<file path="src/rtl/temp_ctrl_pkg.sv">
// Shared types and constants for the temperature sample sequencer.
// State encoding lives here so the top and any monitors agree on it.
package temp_ctrl_pkg;

    localparam int TW_DEF     = 4;
    localparam int CW_DEF     = 8;
    localparam int PERIOD_DEF = 8;

    // Wide enough to hold PERIOD-3 for the largest legal PERIOD (255).
    localparam int WCNT_W = 8;

    // Measurement-system codes; carried through unchanged, never decoded here.
    localparam logic [1:0] SYS_C    = 2'b00;
    localparam logic [1:0] SYS_F    = 2'b01;
    localparam logic [1:0] SYS_K    = 2'b10;
    localparam logic [1:0] SYS_RSVD = 2'b11;

    typedef enum logic [1:0] {
        IDLE  = 2'b00,
        LOAD  = 2'b01,
        STORE = 2'b10,
        WAIT  = 2'b11
    } state_t;

endpackage

</file>
<file path="src/rtl/minmax_tracker.sv">
// Running unsigned min/max of committed temperatures.
// Owns the first-sample flag so the first commit after clr seeds both bounds.
module minmax_tracker
    import temp_ctrl_pkg::*;
#(
    parameter int TW = TW_DEF
) (
    input  logic          clk,
    input  logic          clr,
    input  logic          commit,
    input  logic          reinit,
    input  logic [TW-1:0] value,
    output logic [TW-1:0] min_q,
    output logic [TW-1:0] max_q
);

    logic          r_first;
    logic [TW-1:0] r_min;
    logic [TW-1:0] r_max;
    logic          w_seed;

    assign w_seed = r_first || reinit;

    // NOTE: sequential state uses non-blocking assignments so every register
    // samples pre-edge values regardless of statement order.
    always_ff @(posedge clk) begin
        if (clr) begin
            r_first <= 1'b1;
            r_min   <= '0;
            r_max   <= '0;
        end else if (commit) begin
            r_first <= 1'b0;
            if (w_seed) begin
                r_min <= value;
                r_max <= value;
            end else begin
                if (value < r_min) r_min <= value;
                if (value > r_max) r_max <= value;
            end
        end
    end

    assign min_q = r_min;
    assign max_q = r_max;

endmodule

</file>
<file path="src/rtl/temp_sample_ctrl.sv">
// Periodic load/store sequencer for the temperature register bank, with
// committed-value registers, running min/max and a saturating sample count.
module temp_sample_ctrl
    import temp_ctrl_pkg::*;
#(
    parameter int PERIOD = PERIOD_DEF,
    parameter int TW     = TW_DEF,
    parameter int CW     = CW_DEF
) (
    input  logic          clk,
    input  logic          clr,
    input  logic          start,
    input  logic          halt,
    input  logic [TW-1:0] temp_in,
    input  logic [1:0]    sys_in,
    output logic          ld,
    output logic          st,
    output logic [TW-1:0] temp_q,
    output logic [1:0]    sys_q,
    output logic [TW-1:0] min_q,
    output logic [TW-1:0] max_q,
    output logic [CW-1:0] sample_cnt,
    output logic          sample_vld,
    output logic          busy
);

    localparam logic [CW-1:0]     CNT_MAX   = '1;
    localparam logic [WCNT_W-1:0] WAIT_INIT = WCNT_W'(PERIOD - 3);

    state_t            r_state;
    state_t            w_next_state;
    logic [WCNT_W-1:0] r_wait_cnt;
    logic [TW-1:0]     r_stage_temp;
    logic [1:0]        r_stage_sys;
    logic [TW-1:0]     r_temp_q;
    logic [1:0]        r_sys_q;
    logic [CW-1:0]     r_sample_cnt;
    logic              w_commit;
    logic              w_reinit;

    always_ff @(posedge clk) begin
        if (clr) r_state <= IDLE;
        else     r_state <= w_next_state;
    end

    // NOTE: next state defaults to the current state before the case so no
    // path through this block leaves it unassigned (no latch).
    always_comb begin
        w_next_state = r_state;
        unique case (r_state)
            IDLE:  if (start && !halt) w_next_state = LOAD;
            LOAD:  w_next_state = STORE;
            STORE: w_next_state = halt ? IDLE : WAIT;
            WAIT: begin
                if (halt)                  w_next_state = IDLE;
                else if (r_wait_cnt == '0) w_next_state = LOAD;
            end
            default: w_next_state = IDLE;
        endcase
    end

    // Reloaded on every commit; only consulted while in WAIT.
    always_ff @(posedge clk) begin
        if (clr) begin
            r_wait_cnt <= '0;
        end else if (r_state == STORE) begin
            r_wait_cnt <= WAIT_INIT;
        end else if (r_state == WAIT && r_wait_cnt != '0) begin
            r_wait_cnt <= r_wait_cnt - 1'b1;
        end
    end

    assign w_commit = (r_state == STORE);
    assign w_reinit = (r_stage_sys != r_sys_q);

    always_ff @(posedge clk) begin
        if (clr) begin
            r_stage_temp <= '0;
            r_stage_sys  <= '0;
            r_temp_q     <= '0;
            r_sys_q      <= '0;
            r_sample_cnt <= '0;
        end else begin
            if (r_state == LOAD) begin
                r_stage_temp <= temp_in;
                r_stage_sys  <= sys_in;
            end
            if (w_commit) begin
                r_temp_q <= r_stage_temp;
                r_sys_q  <= r_stage_sys;
                if (r_sample_cnt != CNT_MAX) r_sample_cnt <= r_sample_cnt + 1'b1;
            end
        end
    end

    minmax_tracker #(
        .TW(TW)
    ) u_minmax (
        .clk    (clk),
        .clr    (clr),
        .commit (w_commit),
        .reinit (w_reinit),
        .value  (r_stage_temp),
        .min_q  (min_q),
        .max_q  (max_q)
    );

    // Strobes decode straight from state, so ld and st are mutually exclusive.
    assign ld         = (r_state == LOAD);
    assign st         = (r_state == STORE);
    assign sample_vld = w_commit;
    assign busy       = (r_state != IDLE);
    assign temp_q     = r_temp_q;
    assign sys_q      = r_sys_q;
    assign sample_cnt = r_sample_cnt;

endmodule

</file>
<file path="config.mk">
export PLATFORM = sky130hd
export DESIGN_NAME = temp_sample_ctrl
export DESIGN_NICKNAME = d
export VERILOG_FILES = /design/src/rtl/temp_ctrl_pkg.sv /design/src/rtl/minmax_tracker.sv /design/src/rtl/temp_sample_ctrl.sv
export SDC_FILE = /design/constraint.sdc
export NUM_CORES = 1
export LEC_CHECK = 0
export ABC_AREA = 1
export CAP_MARGIN = 5
export CORE_MARGIN = 5
export CORE_UTILIZATION = 50
export CTS_BUF_LIST = sky130_fd_sc_hd__clkbuf_16
export DETAILED_ROUTE_END_ITERATION = 8
export PLACE_DENSITY = 0.77
export SLEW_MARGIN = 25
export SYNTH_ARGS = -nofsm -noshare
export SYNTH_HDL_FRONTEND = slang
export SYNTH_SLANG_ARGS = --single-unit
</file>
<file path="constraint.sdc">
create_clock -name clk -period 3.5 [get_ports clk]
set_clock_uncertainty 0.15 [all_clocks]
set_input_delay 0.7 -clock clk [delete_from_list [all_inputs] [get_ports clk]]
set_output_delay 0.7 -clock clk [all_outputs]
set_load 0.03 [all_outputs]
</file>
==> results.cfg <==
[outcome]
status = completed

[power_and_ir_drop]
internal-power_mw = 0.9298
p_switching_mw = 0.3869
seqPwrFrac = 0.388
combPwrFrac = 0.227
max-vdd-ir-drop_mv = 0.4340
leakage_nw = 1.139
sw_frac_of_total = 0.2939
pwr-share-clk = 0.385
powerDensity_nw_per_um2 = 526.2
power_mw = 1.317

[floorplan]
ioPinCount = 36
fp.dieH_um = 72.48
initial_core_util = 0.5253
row_count = 22
die_x_um = 72.48
core_um2 = 3716
die_area_um2 = 5253

[clocking]
cts_root_buf = clkbuf_16
cts_sinks = 39
clkLatencyLatePin_ns = 0.28
cts_max_path_buffers = 2
cts_resized = 0
cts_max_level = 2
cts_hold_buf = 0
cts_tree = yes
post_cts_buffers = 0
numCtsBuffers = 5
clk_pin_slew_worst_paths_ns = 0.06

[worst_setup_path]
cp-start-kind = register
crit_type = reg2out
crit_path_start = r_state[0]$_SDFFE_PP0P_
crit_end = ld
worstPathMaxFanout = 6
rrSetupSlack_ns = 1.81
worstReg2RegStart = sample_cnt[0]$_SDFFE_PP0P_
arrival_ns = 1.86
end_kind = output pin
rr_worst_depth = 7
cp.required_ns = 2.65
reg2reg_to = sample_cnt[6]$_SDFFE_PP0P_

[grt]
grt_pass1_wl_um = 7327
antenna_found_initial = 0
grt_overflow = 0
grt_pass1_vias = 1704
grt_use_total = 0.1737
grt_start_max_net_pins = 22

[synth]
synth_top_area_frac = 0.4000
synth_largest_area_cell = dfxtp_1
ys_seq_area_frac = 0.4000
synth-seq-cells = 39
avgSynthCellArea_um2 = 6.971
synth_cells = 280
synth.top_cells.by_count = nand2_1, nor2_1, dfxtp_1
ys_top_cells_by_area = dfxtp_1, nand2_1, nor2_1
yosysMostFrequentCell = nand2_1
async_reset_ff_frac = 0
yosys_warnings = 0
syn_area_um2 = 1952
syn_nets = 300
synthFlopType = dfxtp_1
synth_edf_count = 0
synth_cell_type_count = 25

[sta]
worst_slew_pin_slew_ns = 0.5341
rsz0062_at_grt = false
hold_violations = 0
post-route-period-util = 0.7730
slew_violations = 0
min_period_ns = 2.706
slew_headroom = 0.6428
setup_viol = 0
final.setup.tns_ns = 0
max_freq_ghz = 0.3696
fin_ws_ns = 0.7945

[placed_design]
portBuffers = 35
place_ws_ns = 1.093
hpwl_um = 2939
dpl_cell_area_um2 = 2338
place.gp.congestion = 0.8130

[route]
first_iter_violations = 104
wl_per_cell_um = 11.51
post-route-drc-count = 0
ant_nets = 0
via_per_inst = 4.975
routed_wl_um = 4213
dr_total_vias = 1821
drt_pass1_iterations = 4

[cells_and_area]
nets = 337
fill_cells = 325
ff_latch_area_um2 = 780.7
postLayoutCellArea_um2 = 2502
multi_input_area_um2 = 987.2
area_growth_pct = 28.21
drive_above_1_share = 0.05031
final_util = 0.6734
n_antenna_cell = 0

[flow_run]
cap_violations = 0

[worst_hold_path]
hold_class = reg2reg
[power groups by stage]
stage	Combinational, mW	Sequential (mW)	Clock (mW)
CTS	0.301	0.510	0.512
global placement	0.291	0.519	0
finish	0.299	0.511	0.507
global route	0.340	0.516	0.536
floorplan	0.173	0.548	0
detailed placement	0.297	0.520	0
[per-layer routing]
metal,GRT usage,routed length [um]
met3,0.04709,212
met4,0.06557,82
met1,0.2271,2007
met5,0,0
met2,0.2730,1910
[area by class of cell]
type | count | area share
Clock buffer | 5 | 0.05000
Multi-Input combinational cell | 195 | 0.3945
Inverter | 40 | 0.06100
Clock inverter | 3 | 0.01550
Timing Repair Buffer | 36 | 0.1430
Sequential cell | 39 | 0.3120
Tap cell | 48 | 0.02400
[layout by cell type (no fill, tap or decap), types with 5 or more instances in the layout]
| cell | Yosys | layout |
|---|---|---|
| inv_1 | 37 | 37 |
| clkbuf_16 | 0 | 5 |
| a21oi_1 | 24 | 24 |
| ha_1 | 10 | 10 |
| o21ai_0 | 14 | 14 |
| dfxtp_1 | 39 | 39 |
| xor2_1 | 8 | 8 |
| nor3_1 | 6 | 6 |
| nor2_1 | 46 | 46 |
| clkdlybuf4s50_1 | 0 | 35 |
| nand3_1 | 9 | 9 |
| nand2_1 | 68 | 68 |
[worst min path at each step]
| stage | from | endpoint | slack, ns | depth (start not counted) |
|---|---|---|---|---|
| floorplan | u_minmax.r_first$_SDFFE_PP1P_ | u_minmax.r_first$_SDFFE_PP1P_ | 0.30 | 2 |
| global placement | r_wait_cnt[4]$_SDFFE_PP0P_ | r_wait_cnt[4]$_SDFFE_PP0P_ | 0.33 | 2 |
| detailed placement | u_minmax.r_first$_SDFFE_PP1P_ | u_minmax.r_first$_SDFFE_PP1P_ | 0.32 | 2 |
| CTS | u_minmax.r_first$_SDFFE_PP1P_ | u_minmax.r_first$_SDFFE_PP1P_ | 0.33 | 2 |
| global route | r_wait_cnt[6]$_SDFFE_PP0P_ | r_wait_cnt[6]$_SDFFE_PP0P_ | 0.37 | 2 |
| finish | u_minmax.r_first$_SDFFE_PP1P_ | u_minmax.r_first$_SDFFE_PP1P_ | 0.33 | 2 |
[critical path, stage by stage, from the launching register on]
cell and delay [ns]:
dfxtp_1 0.45, inv_1 0.07, nor2_1 0.30, clkdlybuf4s50_1 0.75
[metrics by stage]
stage | hold slack, ns | instances
2_1_floorplan | 0.3013 | 280
3_3_place_gp | 0.3253 | 358
5_1_grt | 0.3660 | 366
4_1_cts | 0.3325 | 366
3_5_place_dp | 0.3194 | 358
6_report | 0.3284 | 366
[cells by family after synthesis]
kind of cell             share of synthesized area
adder cells (fa/ha/maj)                    0.06410
AO/OA/AOI/OAI                               0.1154
flip-flops                                  0.4000
XOR/XNOR                                   0.04039
buffers and inverters                      0.09423
AND/OR/NAND/NOR                             0.2859
[flip-flops by register name, summed over array words and instances (netlist names)]
register,flops
r_stage_temp,4
r_wait_cnt,8
sys_q,2
u_minmax.r_first,1
temp_q,4
r_stage_sys,2
u_minmax.min_q,4
u_minmax.max_q,4
r_state,2
sample_cnt,8
(Power assumes the default switching activity.)
